$ cat config.mk
export PLATFORM = sky130hd
export DESIGN_NAME = fifo_word_reader
export DESIGN_NICKNAME = d
export VERILOG_FILES = /design/src/rtl/fifo_word_reader_pkg.sv /design/src/rtl/fifo_word_reader_timer.sv /design/src/rtl/fifo_word_reader.sv
export SDC_FILE = /design/constraint.sdc
export NUM_CORES = 1
export LEC_CHECK = 0
export ABC_CLOCK_PERIOD_IN_PS = 1900
export CAP_MARGIN = 5
export CORE_MARGIN = 2
export CORE_UTILIZATION = 30
export DETAILED_ROUTE_END_ITERATION = 7
export PLACE_DENSITY = 0.61
export SYNTH_ARGS = -nofsm -noshare
export SYNTH_HDL_FRONTEND = slang
export SYNTH_SLANG_ARGS = --single-unit
$ cat constraint.sdc
create_clock -name clk -period 1.9 [get_ports clk]
set_input_delay 0.57 -clock clk [delete_from_list [all_inputs] [get_ports clk]]
set_output_delay 0.57 -clock clk [all_outputs]
set_load 0.03 [all_outputs]
$ cat src/rtl/fifo_word_reader_pkg.sv
// fifo_word_reader_pkg: state encoding, default parameters and word width shared by the FIFO word reader
package fifo_word_reader_pkg;
  typedef enum logic [2:0] {
    S_IDLE, S_REQ_HI, S_WAIT_HI, S_REQ_LO, S_WAIT_LO, S_OUTPUT, S_DONE, S_ERR
  } state_t;
  localparam int DEF_WORDS_PER_FRAME = 4;
  localparam int DEF_TIMEOUT_CYCLES = 255;
  localparam int WORD_W = 16;
endpackage

$ cat src/rtl/fifo_word_reader_timer.sv
// read_timeout_timer: counts wait cycles without read data and flags the cycle that reaches the limit
module read_timeout_timer
  import fifo_word_reader_pkg::*;
#(
  parameter int TIMEOUT_CYCLES = DEF_TIMEOUT_CYCLES
) (
  input  logic clk,
  input  logic clear,
  input  logic enable,
  output logic expired
);
  localparam int CW = $clog2(TIMEOUT_CYCLES + 1);
  logic [CW-1:0] r_count;
  always_ff @(posedge clk) begin
    if (clear) r_count <= '0;
    else if (enable) r_count <= r_count + 1'b1;
  end
  // high on the cycle whose increment brings the count to the limit
  assign expired = enable && (r_count == CW'(TIMEOUT_CYCLES - 1));
endmodule

$ cat src/rtl/fifo_word_reader.sv
// fifo_word_reader: reads byte pairs from a FIFO and hands out WORDS_PER_FRAME 16-bit words per start
module fifo_word_reader
  import fifo_word_reader_pkg::*;
#(
  parameter int WORDS_PER_FRAME = DEF_WORDS_PER_FRAME,
  parameter int TIMEOUT_CYCLES = DEF_TIMEOUT_CYCLES
) (
  input  logic              clk,
  input  logic              reset,
  input  logic              start,
  output logic              done,
  output logic              error,
  output logic              busy,
  output logic              read_en,
  input  logic [7:0]        data_in,
  input  logic              empty,
  input  logic              valid,
  input  logic              underflow,
  output logic [WORD_W-1:0] word_out,
  output logic              word_valid,
  input  logic              word_ready
);
  localparam int IW = $clog2(WORDS_PER_FRAME + 1);
  state_t r_state, w_next;
  logic [IW-1:0] r_idx, w_idx_inc;
  logic w_expired, w_in_wait, w_in_req, w_accept;
  logic r_done, r_error, r_busy, r_read_en, r_word_valid;
  logic [WORD_W-1:0] r_word_out;
  assign w_idx_inc = r_idx + 1'b1;
  assign w_in_wait = r_state == S_WAIT_HI || r_state == S_WAIT_LO;
  assign w_in_req = r_state == S_REQ_HI || r_state == S_REQ_LO;
  assign w_accept = r_state == S_IDLE && start;
  read_timeout_timer #(.TIMEOUT_CYCLES(TIMEOUT_CYCLES)) u_timer (
    .clk(clk),
    .clear(reset || w_in_req),
    .enable(w_in_wait && !valid),
    .expired(w_expired)
  );
  always_comb begin
    w_next = r_state;
    case (r_state)
      S_IDLE:    w_next = start ? S_REQ_HI : S_IDLE;
      S_REQ_HI:  w_next = empty ? S_REQ_HI : S_WAIT_HI;
      S_WAIT_HI: w_next = valid ? S_REQ_LO : w_expired ? S_ERR : S_WAIT_HI;
      S_REQ_LO:  w_next = empty ? S_REQ_LO : S_WAIT_LO;
      S_WAIT_LO: w_next = valid ? S_OUTPUT : w_expired ? S_ERR : S_WAIT_LO;
      S_OUTPUT:  w_next = !word_ready ? S_OUTPUT :
                          (w_idx_inc == IW'(WORDS_PER_FRAME)) ? S_DONE : S_REQ_HI;
      default:   w_next = S_IDLE;
    endcase
    // underflow overrides everything once a frame is running; S_ERR is already on its way out
    if (underflow && r_state != S_IDLE && r_state != S_ERR) w_next = S_ERR;
  end
  always_ff @(posedge clk) begin
    if (reset) begin
      r_state      <= S_IDLE;
      r_idx        <= '0;
      r_word_out   <= '0;
      r_done       <= 1'b0;
      r_error      <= 1'b0;
      r_busy       <= 1'b0;
      r_read_en    <= 1'b0;
      r_word_valid <= 1'b0;
    end else begin
      r_state      <= w_next;
      r_done       <= w_next == S_DONE || w_next == S_ERR;
      r_busy       <= w_next != S_IDLE;
      r_read_en    <= w_in_req && (w_next == S_WAIT_HI || w_next == S_WAIT_LO);
      r_word_valid <= w_next == S_OUTPUT;
      r_error      <= w_accept ? 1'b0 : (w_next == S_ERR) ? 1'b1 : r_error;
      if (w_accept) r_idx <= '0;
      else if (r_state == S_OUTPUT && (w_next == S_DONE || w_next == S_REQ_HI)) r_idx <= w_idx_inc;
      if (r_state == S_WAIT_HI && w_next == S_REQ_LO) r_word_out[WORD_W-1:8] <= data_in;
      if (r_state == S_WAIT_LO && w_next == S_OUTPUT) r_word_out[7:0] <= data_in;
    end
  end
  assign done = r_done;
  assign error = r_error;
  assign busy = r_busy;
  assign read_en = r_read_en;
  assign word_out = r_word_out;
  assign word_valid = r_word_valid;
endmodule

Yosys cells after proc, flatten, opt, wreduce, memory -nomap -nowiden
Index checks and enable logic that the tools add are counted. Widths: inputs -> output; s select.

Register bits: 35. Input port bits: 15. Logic and storage cells: 58. Output and inout bits: 21.

Mux-type cells: 11. $add $sub $neg: 2. Equality and inequality tests: 15. Reduce and logical (&&, ||, !) cells: 20.

Operator list (number): $eq 3x3->1 const B (7); $mux 3 (6); $pmux 3 s6 (1); $eq 3x2->1 const B (4); $logic_and 1x1->1 (9); $add 8x1->8 const B (1); $eq 8x8->1 const B (1); $eq 3x1->1 const B (2); $logic_or 1x1->1 (6); $mux 2 (3); $reduce_bool 3->1 (2); $add 3x1->3 const B (1); $logic_not 3->1 (1); $ne 3x3->1 const B (1); $reduce_or 2->1 (1); $logic_not 1->1 (1); $mux 1 (1).

Logic depth before layout (Yosys ltp)
Word-level depth: 11. Depth in mapped cells: 8. Depth with buffers taken out: 7.

Modules after synthesis
Synthesis repeated with hierarchy kept, for this count alone.

Cell total of the unflattened synthesis: 179. Area, all modules: 1659.1 um^2.

By module, submodules not included: fifo_word_reader (seq. area each 540.5 um^2, area an instance 1296.2 um^2, cells each 138, times used 1); read_timeout_timer (seq. area each 160.2 um^2, area an instance 362.8 um^2, cells each 41, times used 1).

Least setup slack after synthesis
OpenSTA, ideal clock, no wires.

Kind: reg-to-reg. From: reg u_timer.r_count[0]. To: reg r_idx[1]. Arrival time: 1.852 ns. Period minus slack after synthesis: 1.948 ns. Buffers on the path: 0. Setup time: 0.095 ns. Path slack: -0.048 ns. Stages on the path, launching flop included: 8. Cells stage by stage: dfxtp_1 inv_1 ha_1 and3_1 nand4b_1 o211ai_1 mux2_2 a221oi_1.

Longest elaborated chain between the ends: 9. Elaborated cells between the ends (all ways): 12. Those cells by class: eq/ne (3); mux (6); reduce/logical (3).

RTL lines: start, declared (line fifo_word_reader_timer.sv:13) `logic [CW-1:0] r_count;`; start signal, assigned (line fifo_word_reader_timer.sv:16) `else if (enable) r_count <= r_count + 1'b1;`; $eq 8x8->1 (*) (line fifo_word_reader_timer.sv:19) `assign expired = enable && (r_count == CW'(TIMEOUT_CYCLES - 1));`; $logic_and 1x1->1 (*) (line fifo_word_reader_timer.sv:19); $mux 2 / $mux 3 (equally long branches) (2 in series) (line fifo_word_reader.sv:46, fifo_word_reader.sv:44); $pmux 3 s6 (*) (line fifo_word_reader.sv:41) `case (r_state)`; $mux 3 (*) (line fifo_word_reader.sv:52) `if (underflow && r_state != S_IDLE && r_state != S_ERR) w_next = S_ERR;`; $eq 3x3->1 / $eq 3x1->1 (equally long branches) (line fifo_word_reader.sv:72) `else if (r_state == S_OUTPUT && (w_next == S_DONE || w_next == S_REQ_HI)) r_idx <= w_idx_inc;`; $logic_or 1x1->1 (*) (line fifo_word_reader.sv:72); $logic_and 1x1->1 (*) (line fifo_word_reader.sv:72); end signal, assigned (line fifo_word_reader.sv:72); end, declared (line fifo_word_reader.sv:25) `logic [IW-1:0] r_idx, w_idx_inc;`.

Mark *: on every way between the ends. The rest lies on a longest branch, timed or not. A chain may end at the register's enable or synchronous reset.

Worst setup path after layout
From: reg u_timer.r_count[0]. To: reg r_word_out[7] (netlist: word_out[7]).

Longest elaborated chain between the ends: 8. Elaborated cells between the ends (all ways): 10. Those cells by class: eq/ne (2); mux (6); reduce/logical (2).

RTL lines: $eq 8x8->1 (*) (line fifo_word_reader_timer.sv:19); $logic_and 1x1->1 (*) (line fifo_word_reader_timer.sv:19); $mux 2 / $mux 3 (equally long branches) (2 in series) (line fifo_word_reader.sv:46, fifo_word_reader.sv:44); $pmux 3 s6 (*) (line fifo_word_reader.sv:41); $mux 3 (*) (line fifo_word_reader.sv:52); $eq 3x3->1 (*) (line fifo_word_reader.sv:74) `if (r_state == S_WAIT_LO && w_next == S_OUTPUT) r_word_out[7:0] <= data_in;`; $logic_and 1x1->1 (*) (line fifo_word_reader.sv:74); end signal, assigned by index (line fifo_word_reader.sv:73) `if (r_state == S_WAIT_HI && w_next == S_REQ_LO) r_word_out[WORD_W-1:8] <= data_in;`; end signal, assigned (line fifo_word_reader.sv:74); end, declared (line fifo_word_reader.sv:28) `logic [WORD_W-1:0] r_word_out;`.

Marked as above.

==> results.tsv <==
metric	value	unit
outcome	complete, but fails checks	
failing checks	negative setup slack	
r2r endpoint	word_out[7]$_SDFFE_PP0P_	
vias in the first global route	1505	
row count	27	
Clk pwr share	22.5	%
Comb pwr share	41.9	%
worst path bufs/invs	2	
fin nets	279	
leakage	1.29	nW
Pwr Total	2.42	mW
Final Hold Viols	0	
Synth Warn #	0	
die footprint	6480	um^2
Antenna diodes	0	
# setup viols final	11	
hold depth	2	
Hold Startpoint	error$_SDFFE_PP0N_	
Critical Path RT	2.07	ns
drt pass-1 iters	4	
first-pass GRT wire length	6.70	mm
total clock sinks	35	
layout cell share with drive strength beyond 1	29.6	%
initial antenna violation count	0	
CP top delay family	simple AND/OR/NAND/NOR gates	
Die Span Y	80.5	um
Post-Route WL	4.05	mm
synthesis-stage register bit count	35	
clock slew at reported path FFs	0.07	ns
placed insts	322	
Flop pwr share	35.6	%
Syn Area/Cell	9.44	um^2
IO Pins	36	
PD cells	900	nW/um^2
I/O Buffers	35	
Hold Path End	error$_SDFFE_PP0N_	
critical path, cell by cell	inv_2, ha_4, and3_4, nand4b_1, buf_4, o221ai_2, or4_4, mux2i_1	
Filler cells	525	
Peak VDD IR	0.000418	V
ys async rst share	0	%
Max Slew Vio Count	0	
Core ar.	5570	um^2
CTS buffer count	5	
Pint	1.63	mW
setup TNS	-0.374	ns
initial DRC count	39	
most common cell in the netlist	dfxtp_1	
Slew @ Worst Pin	0.346	ns
Routed WL per cell	12.2	um
clock root buffer	clkbuf_8	
P_sw	0.791	mW
post-synthesis sequential area ratio	39.9	%
Arr. time, crit path	2.11	ns
number of remaining DRC errors	0	
Yosys cell types	47	
vias post-DR	1503	
Final Skew	0.00337	ns
Avg Vias per Cell	4.53	
pin count of the biggest net entering global routing	31	
Post-synth top flop	dfxtp_1	
worst r2r path cells	8	
Synth Cell Area	1760	um^2
htree depth	2	
crit path max-delay cell type	or4_4	
post-layout min period	1.94	ns
worst skew pair latency	0.28	ns
Detail Route Antenna Nets	0	
clock buffer depth	2	
RSZ-0062 raised after global routing	yes	
synth top area cells	dfxtp_1 40%, nand2b_1 10%, mux2i_1 9.7%	
P&R area growth vs syn	53.1	%
crit end category	flip-flop	
Mapped Cells	186	
DP Wirelength	3.06	mm
r2r setup slk	-0.04	ns
Slew Limit Headroom	76.9	%
Synth Net Count	205	
Non-Filler Instances	332	
most frequent cells after synthesis	35 x dfxtp_1, 28 x nand2b_1, 17 x mux2i_1, 13 x nor2_1, 9 x nand2_1	
Die X	80.5	um
EDFF count, synth	0	
f_max	515	MHz
startpoint types	flip-flop	
Switching Fraction	32.7	%
Tcrit/Tclk final	102	%
Global Route Usage Sum	13.3	%
HP Class	reg -> reg	
Setup CP Type	reg -> reg	
CP max FO	8	
final worst slack	-0.0436	ns
reg2reg start	u_timer.r_count[0]$_SDFFE_PP0P_	
grt ovf	0	
number of max-cap violations	0	
Initial Util	31.5	%
slowest cell delay on critical path	0.59	ns
Synth top area share	39.9	%
global placer's final weighted congestion	0.794	
leading area contributor after synthesis	dfxtp_1	
CTS tree	built	
worst min-delay path: cells and delay by family, from the launching register on:
family	cells	cell delay [ns]
compound gates	1	0.06
buf+inv	1	0.05
flops	1	0.31
logic make-up (layout without fill, tap and decap cells):
group,Yosys count,after routing,share of synthesized area (%)
XOR/XNOR,10,10,4.99
multiplexers,18,18,10.3
adder cells (fa/ha/maj),4,4,2.85
AO/OA/AOI/OAI,21,21,8.55
buffers and inverters,14,88,4.63
AND/OR/NAND/NOR,84,84,28.8
flip-flops,35,35,39.9
repair_timing:
item | 4_1_cts | 5_1_grt
setup buffers | 2 | 1
gates cloned | 0 | 0
hold buffers | 0 | 0
resized for setup | 17 | 21
endpoints found under the setup margin | 23 | 32
pin swaps | 8 | 6
area by class of cell:
| cell class | count | area [um^2] | share of cell area (%) |
|---|---|---|---|
| Multi-Input combinational cell | 137 | 1090 | 40.7 |
| Inverter | 5 | 18.8 | 0.698 |
| Clock buffer | 6 | 82.6 | 3.07 |
| Clock inverter | 1 | 5.00 | 0.186 |
| Sequential cell | 35 | 704 | 26.2 |
| Tap cell | 72 | 90.1 | 3.35 |
| Timing Repair Buffer | 76 | 694 | 25.8 |
power by group through the flow:
stage / Sequential (mW) / Clock (mW) / Combinational, mW
finish: 0.862 / 0.543 / 1.01
detailed placement: 0.874 / 0 / 0.893
CTS: 0.865 / 0.561 / 0.960
floorplan: 0.930 / 0 / 0.445
global route: 0.872 / 0.595 / 1.10
global placement: 0.874 / 0 / 0.887
per-stage QoR:
step | area [um^2] | utilization [%] | hold slack (ns) | worst slack [ns]
detailed placement | 2430 | 43.6 | 0.451 | -0.532
floorplan | 1770 | - | 0.465 | 0.00764
global placement | 2430 | 43.6 | 0.445 | -0.512
finish | 2690 | 48.2 | 0.454 | -0.0436
CTS | 2600 | 46.6 | 0.462 | -0.107
global route | 2690 | 48.2 | 0.483 | -0.189
flip-flops by register name (all words and copies together), names as in the netlist:
signal,flops
r_idx,3
word_valid,1
read_en,1
done,1
error,1
r_state,3
busy,1
u_timer.r_count,8
word_out,16
per-layer routing:
metal / vias up / track usage [%] / part of all wire, %
met5: - / 0 / 0
met4: 0 / 4.07 / 0.86
met3: 4 / 4.04 / 3.0
met2: 14 / 22.7 / 49
met1: 692 / 15.9 / 47
li1: 793 / - / -
cells in the final DEF (no fill, tap or decap), types with 6 or more instances in the layout:
cell / instances
buf_4: 39
dfxtp_1: 32
nand2b_1: 28
clkdlybuf4s50_1: 19
mux2i_1: 17
dlymetal6s2s_1: 13
nor2_1: 11
nand2_1: 9
a21oi_1: 6
clkbuf_8: 6
how the worst max path moves through the flow:
stage,end,cells after the start,start,slack (ns)
6_report,word_out[7]$_SDFFE_PP0P_,8,u_timer.r_count[0]$_SDFFE_PP0P_,-0.04
3_5_place_dp,word_out[10]$_SDFFE_PP0P_,7,empty,-0.53
2_1_floorplan,r_idx[1]$_SDFFE_PP0P_,5,valid,0.008
5_1_grt,r_idx[1]$_SDFFE_PP0P_,8,u_timer.r_count[0]$_SDFFE_PP0P_,-0.19
4_1_cts,word_out[7]$_SDFFE_PP0P_,8,u_timer.r_count[0]$_SDFFE_PP0P_,-0.11
3_3_place_gp,word_out[11]$_SDFFE_PP0P_,7,empty,-0.51
(Power assumes the default switching activity.)
